**config.mk**
```make
export PLATFORM = sky130hd
export DESIGN_NAME = seq_alu_core
export DESIGN_NICKNAME = d
export VERILOG_FILES = /design/src/rtl/alu_pkg.sv /design/src/rtl/seq_multiplier.sv /design/src/rtl/seq_alu_core.sv
export SDC_FILE = /design/constraint.sdc
export NUM_CORES = 1
export LEC_CHECK = 0
export BUFFER_PORTS_ARGS = -buffer_cell sky130_fd_sc_hd__buf_2
export CORE_MARGIN = 3
export CORE_UTILIZATION = 64
export DETAILED_ROUTE_END_ITERATION = 6
export PLACE_DENSITY = 0.85
export SETUP_SLACK_MARGIN = 0.05
export SLEW_MARGIN = 20
export SYNTH_ARGS = -nofsm -noshare
export SYNTH_HDL_FRONTEND = slang
export SYNTH_SLANG_ARGS = --single-unit
```
**constraint.sdc**
```tcl
create_clock -name clk -period 7.3 [get_ports clk]
set_input_delay 0.73 -clock clk [delete_from_list [all_inputs] [get_ports clk]]
set_output_delay 0.73 -clock clk [all_outputs]
set_load 0.05 [all_outputs]
```
**src/rtl/alu_pkg.sv**
```systemverilog
// Shared opcode encodings and FSM state type for the sequential ALU core.
package alu_pkg;

   localparam logic [7:0] OP_NOP = 8'd0;
   localparam logic [7:0] OP_ADD = 8'd1;
   localparam logic [7:0] OP_SUB = 8'd2;
   localparam logic [7:0] OP_MUL = 8'd3;
   localparam logic [7:0] OP_AND = 8'd4;
   localparam logic [7:0] OP_OR  = 8'd5;
   localparam logic [7:0] OP_NOT = 8'd6;
   localparam logic [7:0] OP_XOR = 8'd7;
   localparam logic [7:0] OP_INC = 8'd8;
   localparam logic [7:0] OP_DEC = 8'd9;
   localparam logic [7:0] OP_ROR = 8'd10;
   localparam logic [7:0] OP_ROL = 8'd11;
   localparam logic [7:0] OP_RSH = 8'd12;
   localparam logic [7:0] OP_LSH = 8'd13;

   typedef enum logic {
      ST_IDLE     = 1'b0,
      ST_MUL_BUSY = 1'b1
   } state_t;

endpackage

```
**src/rtl/seq_multiplier.sv**
```systemverilog
// Iterative unsigned shift-add multiplier: one partial product per cycle,
// WIDTH cycles after start, with a one-cycle done pulse and a held product.
module seq_multiplier #(
   parameter int WIDTH = 8
) (
   input  logic                 clk,
   input  logic                 rst_n,
   input  logic                 start,
   input  logic [WIDTH-1:0]     a,
   input  logic [WIDTH-1:0]     b,
   output logic                 busy,
   output logic                 done,
   output logic [2*WIDTH-1:0]   product
);

   localparam int CW = $clog2(WIDTH);
   localparam logic [CW-1:0] LAST_CNT = CW'(WIDTH - 1);
   localparam logic [CW-1:0] ONE_CNT  = CW'(1);

   logic [2*WIDTH-1:0] acc_r;
   logic [2*WIDTH-1:0] mcand_r;
   logic [WIDTH-1:0]   mplier_r;
   logic [CW-1:0]      count_r;
   logic               busy_r;
   logic               done_r;
   logic [2*WIDTH-1:0] product_r;
   logic [2*WIDTH-1:0] next_acc_s;

   // Partial-product accumulate for the current multiplier LSB.
   always_comb begin
      next_acc_s = acc_r;
      if (mplier_r[0]) begin
         next_acc_s = acc_r + mcand_r;
      end else begin
         next_acc_s = acc_r;
      end
   end

   // Operand load on start, then one shift-add step per cycle until the last bit.
   always_ff @(posedge clk or negedge rst_n) begin
      if (!rst_n) begin
         acc_r     <= {(2*WIDTH){1'b0}};
         mcand_r   <= {(2*WIDTH){1'b0}};
         mplier_r  <= {WIDTH{1'b0}};
         count_r   <= {CW{1'b0}};
         busy_r    <= 1'b0;
         done_r    <= 1'b0;
         product_r <= {(2*WIDTH){1'b0}};
      end else begin
         done_r <= 1'b0;
         if (start && !busy_r) begin
            acc_r    <= {(2*WIDTH){1'b0}};
            mcand_r  <= {{WIDTH{1'b0}}, a};
            mplier_r <= b;
            count_r  <= {CW{1'b0}};
            busy_r   <= 1'b1;
         end else if (busy_r) begin
            acc_r    <= next_acc_s;
            mcand_r  <= {mcand_r[2*WIDTH-2:0], 1'b0};
            mplier_r <= {1'b0, mplier_r[WIDTH-1:1]};
            count_r  <= count_r + ONE_CNT;
            if (count_r == LAST_CNT) begin
               busy_r    <= 1'b0;
               done_r    <= 1'b1;
               product_r <= next_acc_s;
            end else begin
               busy_r    <= 1'b1;
            end
         end else begin
            busy_r <= 1'b0;
         end
      end
   end

   assign busy    = busy_r;
   assign done    = done_r;
   assign product = product_r;

endmodule

```
**src/rtl/seq_alu_core.sv**
```systemverilog
// Registered ALU core with valid/ready handshakes on both sides. Single-cycle
// opcodes load the output register on the accept edge; MUL is handed to the
// iterative multiplier and its product loads the output register on completion.
module seq_alu_core
   import alu_pkg::*;
#(
   parameter int WIDTH = 8
) (
   input  logic                 clk,
   input  logic                 rst_n,
   input  logic                 in_valid,
   output logic                 in_ready,
   input  logic [7:0]           instruction,
   input  logic [WIDTH-1:0]     op1,
   input  logic [WIDTH-1:0]     op2,
   output logic                 out_valid,
   input  logic                 out_ready,
   output logic [2*WIDTH-1:0]   out,
   output logic                 carry_flag,
   output logic                 parity_flag,
   output logic                 zero_flag,
   output logic                 eq_flag,
   output logic                 gt_flag,
   output logic                 illegal_op
);

   localparam logic [WIDTH-1:0] ONE_W = WIDTH'(1);

   state_t             state_r;
   logic [2*WIDTH-1:0] out_r;
   logic               out_valid_r;
   logic               carry_r;
   logic               parity_r;
   logic               zero_r;
   logic               eq_r;
   logic               gt_r;
   logic               illegal_r;

   logic               accept_s;
   logic               mul_start_s;
   logic               mul_busy_s;
   logic               mul_done_s;
   logic [2*WIDTH-1:0] mul_product_s;
   logic               load_s;
   logic [WIDTH:0]     sum_s;
   logic [WIDTH:0]     diff_s;
   logic [2*WIDTH-1:0] alu_res_s;
   logic               alu_carry_s;
   logic               alu_illegal_s;
   logic [2*WIDTH-1:0] next_out_s;
   logic               next_carry_s;

   function automatic logic [2*WIDTH-1:0] zext(input logic [WIDTH-1:0] v);
      return {{WIDTH{1'b0}}, v};
   endfunction

   function automatic logic calc_parity(input logic [2*WIDTH-1:0] v);
      return ^v;
   endfunction

   assign in_ready    = (state_r == ST_IDLE) & ~mul_busy_s & (~out_valid_r | out_ready);
   assign accept_s    = in_valid & in_ready;
   assign mul_start_s = accept_s & (instruction == OP_MUL);
   assign load_s      = (accept_s & (instruction != OP_MUL))
                      | ((state_r == ST_MUL_BUSY) & mul_done_s);

   seq_multiplier #(.WIDTH(WIDTH)) u_mul (
      .clk     (clk),
      .rst_n   (rst_n),
      .start   (mul_start_s),
      .a       (op1),
      .b       (op2),
      .busy    (mul_busy_s),
      .done    (mul_done_s),
      .product (mul_product_s)
   );

   // Single-cycle opcode decode; carry defaults to its held value for logic ops.
   always_comb begin
      sum_s         = {1'b0, op1} + {1'b0, op2};
      diff_s        = {1'b0, op1} - {1'b0, op2};
      alu_res_s     = {(2*WIDTH){1'b0}};
      alu_carry_s   = carry_r;
      alu_illegal_s = 1'b0;
      case (instruction)
         OP_NOP: begin alu_res_s = out_r;                                  alu_carry_s = carry_r;        end
         OP_ADD: begin alu_res_s = zext(sum_s[WIDTH-1:0]);                 alu_carry_s = sum_s[WIDTH];   end
         OP_SUB: begin alu_res_s = zext(diff_s[WIDTH-1:0]);                alu_carry_s = diff_s[WIDTH];  end
         OP_MUL: begin alu_res_s = {(2*WIDTH){1'b0}};                      alu_carry_s = 1'b0;           end
         OP_AND: begin alu_res_s = zext(op1 & op2);                        alu_carry_s = carry_r;        end
         OP_OR:  begin alu_res_s = zext(op1 | op2);                        alu_carry_s = carry_r;        end
         OP_NOT: begin alu_res_s = zext(~op1);                             alu_carry_s = carry_r;        end
         OP_XOR: begin alu_res_s = zext(op1 ^ op2);                        alu_carry_s = carry_r;        end
         OP_INC: begin alu_res_s = zext(op1 + ONE_W);                      alu_carry_s = &op1;           end
         OP_DEC: begin alu_res_s = zext(op1 - ONE_W);                      alu_carry_s = ~|op1;          end
         OP_ROR: begin alu_res_s = zext({op1[0], op1[WIDTH-1:1]});         alu_carry_s = op1[0];         end
         OP_ROL: begin alu_res_s = zext({op1[WIDTH-2:0], op1[WIDTH-1]});   alu_carry_s = op1[WIDTH-1];   end
         OP_RSH: begin alu_res_s = zext({1'b0, op1[WIDTH-1:1]});           alu_carry_s = op1[0];         end
         OP_LSH: begin alu_res_s = zext({op1[WIDTH-2:0], 1'b0});           alu_carry_s = op1[WIDTH-1];   end
         default: begin
            alu_res_s     = {(2*WIDTH){1'b0}};
            alu_carry_s   = carry_r;
            alu_illegal_s = 1'b1;
         end
      endcase
   end

   // Select what the output register loads: the multiplier product or the ALU result.
   always_comb begin
      next_out_s   = alu_res_s;
      next_carry_s = alu_carry_s;
      if (state_r == ST_MUL_BUSY) begin
         next_out_s   = mul_product_s;
         next_carry_s = 1'b0;
      end else begin
         next_out_s   = alu_res_s;
         next_carry_s = alu_carry_s;
      end
   end

   // FSM plus output register stage; a held result is never overwritten until consumed.
   always_ff @(posedge clk or negedge rst_n) begin
      if (!rst_n) begin
         state_r     <= ST_IDLE;
         out_r       <= {(2*WIDTH){1'b0}};
         out_valid_r <= 1'b0;
         carry_r     <= 1'b0;
         parity_r    <= 1'b0;
         zero_r      <= 1'b0;
         eq_r        <= 1'b0;
         gt_r        <= 1'b0;
         illegal_r   <= 1'b0;
      end else begin
         case (state_r)
            ST_IDLE: begin
               if (mul_start_s) begin
                  state_r <= ST_MUL_BUSY;
               end else begin
                  state_r <= ST_IDLE;
               end
            end
            ST_MUL_BUSY: begin
               if (mul_done_s) begin
                  state_r <= ST_IDLE;
               end else begin
                  state_r <= ST_MUL_BUSY;
               end
            end
            default: state_r <= ST_IDLE;
         endcase

         if (accept_s) begin
            eq_r      <= (op1 == op2);
            gt_r      <= (op1 > op2);
            illegal_r <= alu_illegal_s;
         end else begin
            eq_r      <= eq_r;
            gt_r      <= gt_r;
            illegal_r <= illegal_r;
         end

         if (load_s) begin
            out_r       <= next_out_s;
            carry_r     <= next_carry_s;
            parity_r    <= calc_parity(next_out_s);
            zero_r      <= (next_out_s == {(2*WIDTH){1'b0}});
            out_valid_r <= 1'b1;
         end else if (out_ready) begin
            out_valid_r <= 1'b0;
         end else begin
            out_valid_r <= out_valid_r;
         end
      end
   end

   assign out         = out_r;
   assign out_valid   = out_valid_r;
   assign carry_flag  = carry_r;
   assign parity_flag = parity_r;
   assign zero_flag   = zero_r;
   assign eq_flag     = eq_r;
   assign gt_flag     = gt_r;
   assign illegal_op  = illegal_r;

endmodule

```
Word-level counts from Yosys, hierarchy flattened
Index checks and enable logic that the tools add are counted.

Flip-flop bits (word level): 85. Input port bits: 28. Output and inout bits: 24. Word-level logic and storage cells: 96.

Add/subtract/negate cells: 6. Order comparisons: 1. Eq/ne operators: 16. Muxes and demuxes: 25. Bitwise gates (word level): 16. Reductions and logical operators: 16.

Operators by type and width (count): 16-bit case mux with 13 select lines (1); 16-bit two-way mux (6); 8-bit by 4-bit equality test with 1-bit output (second input constant) (6); 8-bit by 3-bit equality test with 1-bit output (second input constant) (4); 16-bit adder (1); 8-bit by 2-bit equality test with 1-bit output (second input constant) (2); 16-bit zero test (1); 8-bit two-way mux (2); 16-bit parity (1); 14-bit OR reduction (1); 1-bit two-way mux (12); 8-bit by 8-bit adder with 9-bit output (1); 8-bit by 8-bit subtractor with 9-bit output (1); 8-bit by 1-bit adder with 8-bit output (second input constant) (1); 8-bit AND (1); 8-bit by 1-bit equality test with 1-bit output (second input constant) (1); 8-bit equality test (1); 8-bit > comparator (1); 8-bit zero test (1); 8-bit by 2-bit inequality test with 1-bit output (second input constant) (1); 8-bit NOT (1); 8-bit OR (1); 8-bit AND reduction (1); 8-bit nonzero test (1); other kinds (17) (30).

Depth between registers and ports, before layout
Gate-level depths: netlist of the first run.

Depth in word-level cells: 8. Gate-level depth with buffers: 19. Depth with buffers taken out: 18.

Modules after synthesis
Synthesis of the first run repeated with hierarchy kept, for this count alone.

Cells, all modules: 762. Area total of the unflattened synthesis: 6729.0 sq um.

By module, submodules not included: seq_alu_core (times used 1, cells an instance 436, area an instance 3399.5 sq um, seq. area each 600.6 sq um); seq_multiplier (times used 1, cells an instance 326, area an instance 3329.4 sq um, seq. area each 1526.5 sq um).

Worst setup path before layout of the first run
No wires, ideal clock.

Kind: input -> register. From: in instruction[5]. To: reg parity_r (netlist: parity_flag). Setup time: 0.137 ns. Data arrival time: 4.472 ns. Required time: 7.163 ns. Setup slack: 2.691 ns. Cell stages on the path: 18. Buffers on the path: 1. Cells stage by stage: or4_1 > clkbuf_2 > nor4_1 > inv_1 > nor2_1 > ha_1 > a21o_1 > a21oi_1 > o21bai_1 > a21oi_1 > xnor2_1 > a211o_1 > a22oi_1 > ha_1 > xnor2_1 > xnor2_1 > xnor2_1 > a21oi_1.

Word-level cells in the longest chain between the ends: 4. Elaborated cells on any way between the ends: 19. Those cells by class: 13 x eq/ne; 2 x mux; 2 x bitwise; 2 x reduce/logical.

RTL lines: from (decl) (line seq_alu_core.sv:13) `input logic [7:0] instruction,`; 8-bit by 4-bit equality test with 1-bit output, or another cell as far along (line seq_alu_core.sv:85) `case (instruction)`; 16-bit case mux with 13 select lines (line seq_alu_core.sv:85); 16-bit two-way mux (line seq_alu_core.sv:112) `if (state_r == ST_MUL_BUSY) begin`; 16-bit parity (line seq_alu_core.sv:58) `return ^v;`; to (signal assigned) (line seq_alu_core.sv:165) `parity_r <= calc_parity(next_out_s);`; to (decl) (line seq_alu_core.sv:33) `logic parity_r;`.

Parallel ways exist; a longest one is shown, timed or not. A chain may end at the register's enable or synchronous reset.

Final worst setup path of the first run
Ends and elaborated chain as after synthesis.

==> key figures, run 1 <==
CTS
  • Post-CTS sizing: 0
  • Post-CTS Setup Inserts: 0
  • Clock transition at path regs: 110 ps
  • Clock Path Buffers: 2
  • Cts-stage hold buffer count: 0
  • H-tree depth: 3
  • Root Buffer: clkbuf_8
  • Clk sink count: 85
  • Num CTS Buffers: 9
  • CTS tree: built
  • Worst-Skew Late Latency: around 370 ps

GRT
  • Tot GR Track Use: about a third
  • Total gr overflow: 0
  • First-pass GRT wire length: approximately 28000 um
  • Vias in the first global route: ~5400
  • Largest net degree at the start of global routing: 86
  • Initial antenna violation count: 0

Floorplanning
  • Die area: ~11000 sq um
  • Chip width: about 100 um
  • Row count: 35
  • I/O pin count: 52
  • Core footprint: about 9300 sq um
  • Die height: 104 um
  • Starting Density: 66.5%

Finish
  • Layout cells sized above 1: between 10% and 20%
  • P&R area growth vs syn: 8.30%
  • Nets: between 800 and 900
  • N_diodes: 0
  • Final Util: a little under three quarters

Logic synthesis
  • Mapped Nets: 802
  • Yosys warns: 0
  • Mapped Avg Cell Area: around 8.7 sq um
  • Post-synth EDFFs: 0
  • Register area share after synthesis: about a third
  • Distinct cells, synth: 56
  • Number of synthesized register bits: between 80 and 90
  • Synthesized area: slightly above 6000 sq um
  • FFs w/ async S/R, synth: 100%
  • Synth top area cells: dfrtp_1 (34%), ha_1 (11%), nand2_1 (5.0%), o21ai_0 (4.8%), nor2_1 (3.8%)
  • Share of the synthesized area in the top cell type: approximately a third
  • Cells after Synth: about 700
  • Synth Flop Type: dfrtp_1
  • Synth area leader: dfrtp_1

Job
  • Max-cap violations: 0

Route
  • DR vias/cell: ~6.4
  • Post-DRT Antenna Nets: 0
  • Initial DRC Count: approximately 330
  • Drt drc: 0
  • Final wirelength: approximately 17000 um
  • Wire length per cell: just under 20 um
  • Via count: approximately 5600
  • Pre-Repair DR Iteration Count: 5

Worst setup path
  • CP Capture Type: flip-flop
  • Kind of critical path: primary input to flip-flop
  • Critical Path RT: 7510 ps
  • Worst EP arrival: about 5200 ps
  • CP Launch Type: primary input
  • Crit-path max FO: 7

STA
  • Worst Tran Pin Value: 1100 ps
  • Final hold vios: 0
  • Fmax: a little over 200 MHz
  • Final worst setup slack: 2350 ps
  • Final Max Tran Viols: 0
  • Layout Skew: roughly 18 ps
  • Slew headroom: between 20% and 30%
  • Final period util: 67.8%
  • # setup viols final: 0
  • Setup TNS Final: 0 ps
  • Fin crit period: ~5000 ps
  • Unrepaired setup endpoints after global routing: false

Worst hold path
  • Worst min path class: primary input to async pin

Pwr
  • Leakage power: ~3.1 nW
  • Peak VDD IR: about 0.11 mV
  • Power, Total: 1.07 mW
  • Power density over the cells: around 160 nW/um^2

Placed design
  • Count of input and output buffers: 51
  • RePlAce Congestion: between 0.9 and 1
  • DP HPWL: 12500 um
  • Pre-CTS setup slack: 2010 ps

Status
  • Status: complete, no violations
## power by group
| part | switching, mW | total, mW | leakage, nW | internal (mW) |
|---|---|---|---|---|
| clock | 0.194 | 0.393 | 0.118 | 0.199 |
| sequential | 0.0109 | 0.493 | 1.06 | 0.482 |
| combinational | 0.123 | 0.188 | 1.96 | 0.0647 |
| total | 0.328 | 1.07 | 3.14 | 0.745 |
## cells by family (layout without fill, tap and decap cells)
group,after synthesis,count (layout),synth area share (%)
buffers and inverters,81,110,4.95
multiplexers,19,19,4.30
flip-flops,85,85,34.3
AO/OA/AOI/OAI,221,221,23.4
adder cells (fa/ha/maj),59,59,12.4
XOR/XNOR,36,36,5.09
AND/OR/NAND/NOR,214,214,15.6
## placed cells by master (no fill, tap or decap), types with 11 or more instances in the layout
master / Yosys / layout
o21ai_0: 59 / 59
a21oi_1: 47 / 47
dfrtp_1: 85 / 85
inv_1: 40 / 40
a221o_1: 15 / 15
a22oi_1: 22 / 22
buf_2: 1 / 50
a22o_1: 11 / 11
xor2_1: 14 / 14
a31oi_1: 11 / 11
mux2i_1: 12 / 12
nand2_1: 83 / 83
a21o_1: 13 / 13
nor2_1: 63 / 63
ha_1: 55 / 55
xnor2_1: 22 / 22
## flip-flops by register name (all words and copies together) (netlist names)
signal,flops
state_r,1
u_mul.busy,1
out_valid,1
gt_flag,1
u_mul.done,1
u_mul.product,16
parity_flag,1
eq_flag,1
zero_flag,1
out,16
u_mul.acc_r,16
carry_flag,1
u_mul.mplier_r,8
u_mul.mcand_r,16
illegal_op,1
u_mul.count_r,3
## metrics by stage
step | hold slack (ps) | std cells | instance area [sq um]
floorplan | 434 | 715 | 6200
global placement | 458 | 857 | 6480
detailed placement | 468 | 857 | 6480
CTS | 490 | 873 | 6710
global route | 430 | 873 | 6710
finish | 360 | 873 | 6710
## worst paths after layout
path / start / to / slack, ps / cells after the start
setup / recovery: instruction[5] / parity_flag$_DFFE_PN0P_ / 2350 / 18
hold / removal: rst_n / eq_flag$_DFFE_PN0P_ / 360 / 1
setup reg to reg: u_mul.mcand_r[0]$_DFFE_PN0P_ / u_mul.product[12]$_DFFE_PN0P_ / 4350 / 11
hold reg to reg: zero_flag$_DFFE_PN0P_ / zero_flag$_DFFE_PN0P_ / 490 / 2
max in group asynchronous: rst_n / u_mul.mcand_r[4]$_DFFE_PN0P_ / 6350 / 1
min in group clk: zero_flag$_DFFE_PN0P_ / zero_flag$_DFFE_PN0P_ / 490 / 2
## layout make-up
class                           count  area (sq um)
Clock buffer                        9           124
Fill cell                         754          2620
Multi-Input combinational cell    549          3760
Clock inverter                      7           105
Timing Repair Buffer               53           277
Inverter                           41           154
Sequential cell                    85          2130
Tap cell                          129           161
## synth_stat cells (all sizes together), types with 6 or more instances
cell / n
inv: 40
nor3: 7
a31oi: 11
nand3: 10
clkbuf: 38
ha: 55
a21oi: 47
nor4: 6
a21o: 13
mux4: 6
xnor2: 22
xor2: 14
mux2i: 12
nor2b: 7
nand2: 83
a22o: 11
a22oi: 22
o21ai: 60
a221o: 15
nor2: 63
dfrtp: 85
## worst max-delay path, cell delays in order
cell and delay (ps):
buf_2 100, or4_1 640, nor4_1 510, inv_1 150, nor2_1 420, ha_1 320
a21o_1 170, a21oi_1 220, o21bai_1 100, a21oi_1 260, xnor2_1 120, a211o_1 300
a22oi_1 240, ha_1 300, xnor2_1 190, xnor2_1 160, xnor2_1 140, a21oi_1 80
## metal layers
metal  GRT usage, %  wire, um
met1           44.2      7410
met2           51.8      7880
met3           4.78      1280
met4           11.2       430
met5              0         0
Note: power is estimated with default switching activity, not from simulation.
==> run 2, diff against run 1 <==
--- a/config.mk
+++ b/config.mk
@@ -7,9 +7,9 @@
 export LEC_CHECK = 0
 export BUFFER_PORTS_ARGS = -buffer_cell sky130_fd_sc_hd__buf_2
 export CORE_MARGIN = 3
-export CORE_UTILIZATION = 64
+export CORE_UTILIZATION = 55
 export DETAILED_ROUTE_END_ITERATION = 6
-export PLACE_DENSITY = 0.85
+export PLACE_DENSITY = 0.77
 export SETUP_SLACK_MARGIN = 0.05
 export SLEW_MARGIN = 20
 export SYNTH_ARGS = -nofsm -noshare
==> constraint.sdc (replaced) <==
create_clock -name clk -period 4.18 [get_ports clk]
set_input_delay 0.418 -clock clk [delete_from_list [all_inputs] [get_ports clk]]
set_output_delay 0.418 -clock clk [all_outputs]
set_load 0.05 [all_outputs]
==> run 2 against run 1 <==
  * Critical path depth stayed put
  * First-iteration DRC count is 84% higher
  * Core utilization fell by 8.8 points
  * Via count increased by 1.2%
  * Global-route usage down 4.3 points
  * Power is 86% higher
  * Non-clock buffer count rose by 13
  * Final cell count grew 2.7%
  * Worst hold slack got worse by 260 ps
  * Register-to-register slack lost 3100 ps
  * Sequential cell count is the same
==> key figures, run 2 (same netlist as run 1, synthesis figures left out) <==
Worst setup path
  • FF-to-FF path depth: 9 (-2)
  • Terminus of the critical flop-to-flop path: u_mul.acc_r[15]$_DFFE_PN0P_
  • Crit-path max FO: 4 (-3)
  • Critical Path RT: 4380 ps (-3130 ps)
  • CP Launch Type: primary input
  • Worst R2R Setup Slack: 1290 ps (-3060 ps)
  • CP Capture Type: flip-flop
  • Worst EP arrival: 4060 ps (-1100 ps)
  • Beginning of the worst register-to-register path: u_mul.mcand_r[3]$_DFFE_PN0P_
  • Kind of critical path: primary input to flip-flop

Route
  • Via count: 5630 (+1.2%)
  • DR vias/cell: 6.28 (-1.5%)
  • Initial DRC Count: 613 (+84%)
  • Drt drc: 0 (unchanged)
  • Final wirelength: 17400 um (+2.3%)
  • Pre-Repair DR Iteration Count: 6 (+1)
  • Post-DRT Antenna Nets: 0 (unchanged)
  • Wire length per cell: 19.4 um (-0.39%)

CTS
  • H-tree depth: 3 (unchanged)
  • Worst-Skew Late Latency: 350 ps (-20 ps)
  • CTS tree: built
  • Root Buffer: clkbuf_16
  • Num CTS Buffers: 9 (unchanged)
  • Cts-stage hold buffer count: 0 (unchanged)
  • Clk sink count: 85 (unchanged)
  • Clock Path Buffers: 2 (unchanged)
  • Clock transition at path regs: 70 ps (-40 ps)

Placed design
  • # placed instances: 881 (+2.8%)
  • DP HPWL: 12800 um (+2.7%)
  • RePlAce Congestion: 1.00 (+5.0%)
  • Count of input and output buffers: 51 (unchanged)

STA
  • Unrepaired setup endpoints after global routing: false
  • Final hold vios: 0 (unchanged)
  • Final Max Tran Viols: 0 (unchanged)
  • # setup viols final: 0 (unchanged)
  • Fmax: 259 MHz
  • Worst Tran Pin Value: 1020 ps (-78.8 ps)
  • Layout Skew: 9.32 ps (-8.25 ps)
  • Fin crit period: 3860 ps
  • Final period util: 92.4%
  • Slew headroom: 32.0% (+5.0 points)

GRT
  • Tot GR Track Use: 27.7% (-4.3 points)
  • Largest net degree at the start of global routing: 55 (-36%)
  • Vias in the first global route: 5526 (+1.8%)
  • Initial antenna violation count: 0 (unchanged)
  • Total gr overflow: 0 (unchanged)
  • First-pass GRT wire length: 28200 um (+0.91%)

Floorplanning
  • Chip width: 112 um (+7.4%)
  • Die height: 112 um (+7.4%)
  • Die area: 12600 sq um (+15%)
  • Starting Density: 56.7% (-9.8 points)
  • I/O pin count: 52 (unchanged)
  • Row count: 38 (+8.6%)
  • Core footprint: 10900 sq um (+17%)

Pwr
  • Leakage power: 3.23 nW (+2.8%)
  • Peak VDD IR: 0.194 mV (+71%)
  • Power density over the cells: 289 nW/um^2 (+81%)
  • Power, Total: 1.99 mW (+86%)

Finish
  • N_diodes: 0 (unchanged)
  • Layout cells sized above 1: 12.8% (+1.9 points)
  • Fin cells: 897 (+2.7%)
  • Most common cell after layout, fill and taps aside: dfrtp_1
  • Most frequent cells in the layout: dfrtp_1 (85), nand2_1 (83), nor2_1 (62), o21ai_0 (59), ha_1 (55)
  • P&R area growth vs syn: 11.4%
  • Nets: 839 (+1.6%)

Worst hold path
  • Worst min path class: primary input to async pin

Status
  • Status: complete, no violations

Job
  • Max-cap violations: 0 (unchanged)
==> run 2: routing by layer <==
layer / vias to the layer above / track usage [%] / share of wire [%] / wire length [um]
met1: 2698 / 37.1 / 42 / 7270
met4: 0 / 11.2 / 3.6 / 635
met2: 240 / 44.8 / 47 / 8210
met3: 57 / 4.91 / 7.4 / 1290
met5: - / 0 / 0 / 0
li1: 2635 / - / - / -
==> run 2: critical path, stage by stage <==
cell	delay [ps]
buf_2	110
or4_1	590
nor4_4	190
inv_1	120
nor2_2	180
ha_1	260
a21o_1	180
a21oi_1	210
o21bai_1	90
a21oi_1	260
xnor2_1	100
a211o_1	300
a22oi_1	220
ha_1	290
xnor2_1	200
xnor2_1	160
xnor2_1	140
a21oi_1	80
==> run 2: worst max path at each step <==
stage / slack [ps] / end / cells past startpoint / from
after CTS: 280 / parity_flag$_DFFE_PN0P_ / 18 / instruction[5]
final: 320 / parity_flag$_DFFE_PN0P_ / 18 / instruction[5]
after detailed placement: -70 / parity_flag$_DFFE_PN0P_ / 18 / instruction[5]
after global routing: 90 / parity_flag$_DFFE_PN0P_ / 18 / instruction[5]
after global placement: 80 / parity_flag$_DFFE_PN0P_ / 18 / instruction[5]
after floorplan: 130 / parity_flag$_DFFE_PN0P_ / 18 / instruction[5]
==> run 2: cell type report <==
type	instances	area (sq um)
timing repair buffer	66	370
sequential	85	2130
multi-input combinational	549	3780
clock inverter	6	53.8
tap	140	175
inverter	41	154
fill	946	4030
clock buffer	10	239
==> run 2: where the power goes <==
group | switching, mW | total, mW | leakage, nW | internal [mW]
Sequential | 0.0194 | 0.861 | 1.06 | 0.842
Clock | 0.367 | 0.797 | 0.142 | 0.430
Combinational | 0.218 | 0.334 | 2.03 | 0.116
==> run 2: timing repair <==
action                     4_1_cts  5_1_grt
setup endpoints to repair        0        1
gates resized for setup          0        1
setup buffers                    0        0
==> run 2: per-stage QoR <==
stage | hold slack [ps] | util [%] | setup TNS (ps) | setup WS (ps) | area, sq um
4_1_cts | 150 | 63.0 | 0 | 280 | 6890
2_1_floorplan | 122 | - | 0 | 127 | 6210
5_1_grt | 159 | 63.1 | 0 | 85.9 | 6900
3_5_place_dp | 466 | 60.4 | -70.2 | -70.2 | 6600
6_report | 103 | 63.1 | 0 | 316 | 6900
3_3_place_gp | 456 | 60.4 | 0 | 81.0 | 6600
==> run 3, diff against run 2 <==
--- a/config.mk
+++ b/config.mk
@@ -10,6 +10,7 @@
 export CORE_UTILIZATION = 55
 export DETAILED_ROUTE_END_ITERATION = 6
 export PLACE_DENSITY = 0.77
+export RECOVER_POWER = 25
 export SETUP_SLACK_MARGIN = 0.05
 export SLEW_MARGIN = 20
 export SYNTH_ARGS = -nofsm -noshare
==> run 3 against run 2 <==
  * The flow now finishes with violations (capacitance limit, slew limit)
  * Critical path depth unchanged
  * Power is essentially flat
  * Count of clock-buffer cells in the layout is the same
  * Clock power is essentially flat
  * Maximum frequency is essentially flat
  * Register-to-register slack about the same
  * Global-route usage stayed put
  * Core utilization about the same
  * Die area did not move
==> key figures, run 3 (same netlist as run 1, synthesis figures left out) <==
Status
  • Status: finished with violations
  • Violated checks: capacitance limit, slew limit

CTS
  • Clock transition at path regs: 70 ps (about the same)
  • Worst-Skew Late Latency: 350 ps (about the same)
  • Clk sink count: 85 (unchanged)
  • H-tree depth: 3 (unchanged)
  • Root Buffer: clkbuf_16
  • CTS tree: built
  • Clock Path Buffers: 2 (unchanged)
  • Num CTS Buffers: 9 (unchanged)
  • Post-CTS Setup Inserts: 0 (unchanged)
  • Cts-stage hold buffer count: 0 (unchanged)
  • Post-CTS sizing: 0 (unchanged)

Finish
  • P&R area growth vs syn: 11.3% (about the same)
  • Layout cells sized above 1: 12.7% (-0.13 points)
  • Nets: 839 (unchanged)
  • Most frequent cells in the layout: dfrtp_1 (85), nand2_1 (83), nor2_1 (62), o21ai_0 (59), ha_1 (55)
  • Final Util: 63.1% (about the same)
  • N_diodes: 0 (unchanged)
  • Most common cell after layout, fill and taps aside: dfrtp_1

Worst setup path
  • CP Launch Type: primary input
  • Kind of critical path: primary input to flip-flop
  • Delay-heaviest family, CP: compound AO/OA/AOI/OAI gates
  • CP dominant cell by count: xnor2_1
  • Crit-path max FO: 4 (unchanged)
  • Critical path's slowest cell: or4_1
  • Slowest stage delay, CP: 590 ps (about the same)
  • WP buf/inv: 2 (unchanged)
  • FF-to-FF path depth: 9 (unchanged)
  • CP Capture Type: flip-flop
  • Stages on worst setup path: 18 (unchanged)
  • Crit-path cells: buf_2 > or4_1 > nor4_4 > inv_1 > nor2_2 > ha_1 > a21o_1 > a21oi_1 > o21bai_1 > a21oi_1 > xnor2_1 > a211o_1 > a22oi_1 > ha_1 > xnor2_1 > xnor2_1 > xnor2_1 > a21oi_1
  • Critical Path RT: 4380 ps (about the same)
  • Worst EP arrival: 4060 ps (about the same)

Floorplanning
  • Core footprint: 10900 sq um (unchanged)
  • I/O pin count: 52 (unchanged)
  • Die area: 12600 sq um (unchanged)
  • Starting Density: 56.7% (unchanged)
  • Die height: 112 um (unchanged)
  • Row count: 38 (unchanged)
  • Chip width: 112 um (unchanged)

STA
  • Layout Skew: 9.22 ps (-0.0997 ps)
  • # setup viols final: 0 (unchanged)
  • Unrepaired setup endpoints after global routing: false
  • Fin crit period: 3860 ps (+0.0740 ps)
  • Final worst setup slack: 316 ps (-0.0740 ps)
  • Final period util: 92.4% (about the same)
  • Final Max Tran Viols: 55 (+55)
  • Hold Slack: 373 ps (+270 ps)
  • Slew headroom: -98.9% (-130 points)
  • Fmax: 259 MHz (about the same)
  • Final hold vios: 0 (unchanged)
  • Worst Tran Pin Value: 2980 ps (+1970 ps)

GRT
  • Total gr overflow: 0 (unchanged)
  • Largest net degree at the start of global routing: 55 (unchanged)
  • Met2 usage: 44.8% (unchanged)
  • Vias in the first global route: 5526 (unchanged)
  • Tot GR Track Use: 27.7% (unchanged)
  • Initial antenna violation count: 0 (unchanged)
  • Gr busiest metal: met2
  • First-pass GRT wire length: 28200 um (unchanged)
  • M3 GR Usage: 4.91% (unchanged)
  • GR Util met1: 37.1% (unchanged)

Pwr
  • Peak VDD IR: 0.194 mV (about the same)
  • Leakage power: 3.23 nW (-0.11%)
  • Power density over the cells: 289 nW/um^2 (about the same)

Placed design
  • Count of input and output buffers: 51 (unchanged)
  • DP HPWL: 12800 um (unchanged)
  • RePlAce Congestion: 1.00 (unchanged)
  • Pre-CTS setup slack: -70.2 ps (unchanged)

Route
  • Via count: 5637 (+0.12%)
  • Wire length per cell: 19.4 um (about the same)
  • Post-DRT Antenna Nets: 0 (unchanged)
  • DR vias/cell: 6.28 (+0.12%)
  • Final wirelength: 17400 um (about the same)
  • Pre-Repair DR Iteration Count: 6 (unchanged)
  • Initial DRC Count: 613 (unchanged)
  • Drt drc: 0 (unchanged)

Job
  • Max-cap violations: 1 (+1)

Worst hold path
  • Hold path cells: 3
  • Worst min path class: primary input to flip-flop
## run 3: metal layers
metal | wire (um) | up-vias | share of wire (%)
li1 | - | 2634 | -
met1 | 7270 | 2708 | 42
met2 | 8210 | 238 | 47
met3 | 1300 | 57 | 7.4
met4 | 635 | 0 | 3.6
met5 | 0 | - | 0
## run 3: worst paths after layout
path / from / to / slack (ps)
min: out_ready / out_valid$_DFFE_PN0P_ / 370
max in group asynchronous: rst_n / u_mul.mplier_r[7]$_DFFE_PN0P_ / 1430
min in group asynchronous: rst_n / eq_flag$_DFFE_PN0P_ / 1030
max: instruction[5] / parity_flag$_DFFE_PN0P_ / 320
min reg2reg: illegal_op$_DFFE_PN0P_ / illegal_op$_DFFE_PN0P_ / 480
max reg2reg: u_mul.mcand_r[3]$_DFFE_PN0P_ / u_mul.acc_r[15]$_DFFE_PN0P_ / 1290
## run 3: final cells by class
class                   count  area [sq um]
clock buffers              10           239
multi-input cells         549          3780
inverters                  41           154
clock inverters             6          53.8
flip-flops and latches     85          2130
fillers                   946          4040
well taps                 140           175
repair buffers             66           367
## run 3: report_power, final
group	switching [mW]	total, mW	internal (mW)
Combinational	0.218	0.334	0.116
Clock	0.367	0.797	0.430
Sequential	0.0195	0.861	0.842
## run 3: tightest hold or removal path, stage by stage
cell	delay, ps
buf_2	80
nor2b_1	50
nand2b_1	130
## run 3: metrics by stage
stage / power [mW] / instances / instance area, sq um / TNS [ps]
after floorplan: 1.09 / 715 / 6210 / 0
after global placement: 1.19 / 881 / 6600 / 0
after detailed placement: 1.20 / 881 / 6600 / -70.2
after CTS: 2.00 / 897 / 6890 / 0
after global routing: 2.07 / 897 / 6900 / 0
final: 1.99 / 897 / 6900 / 0
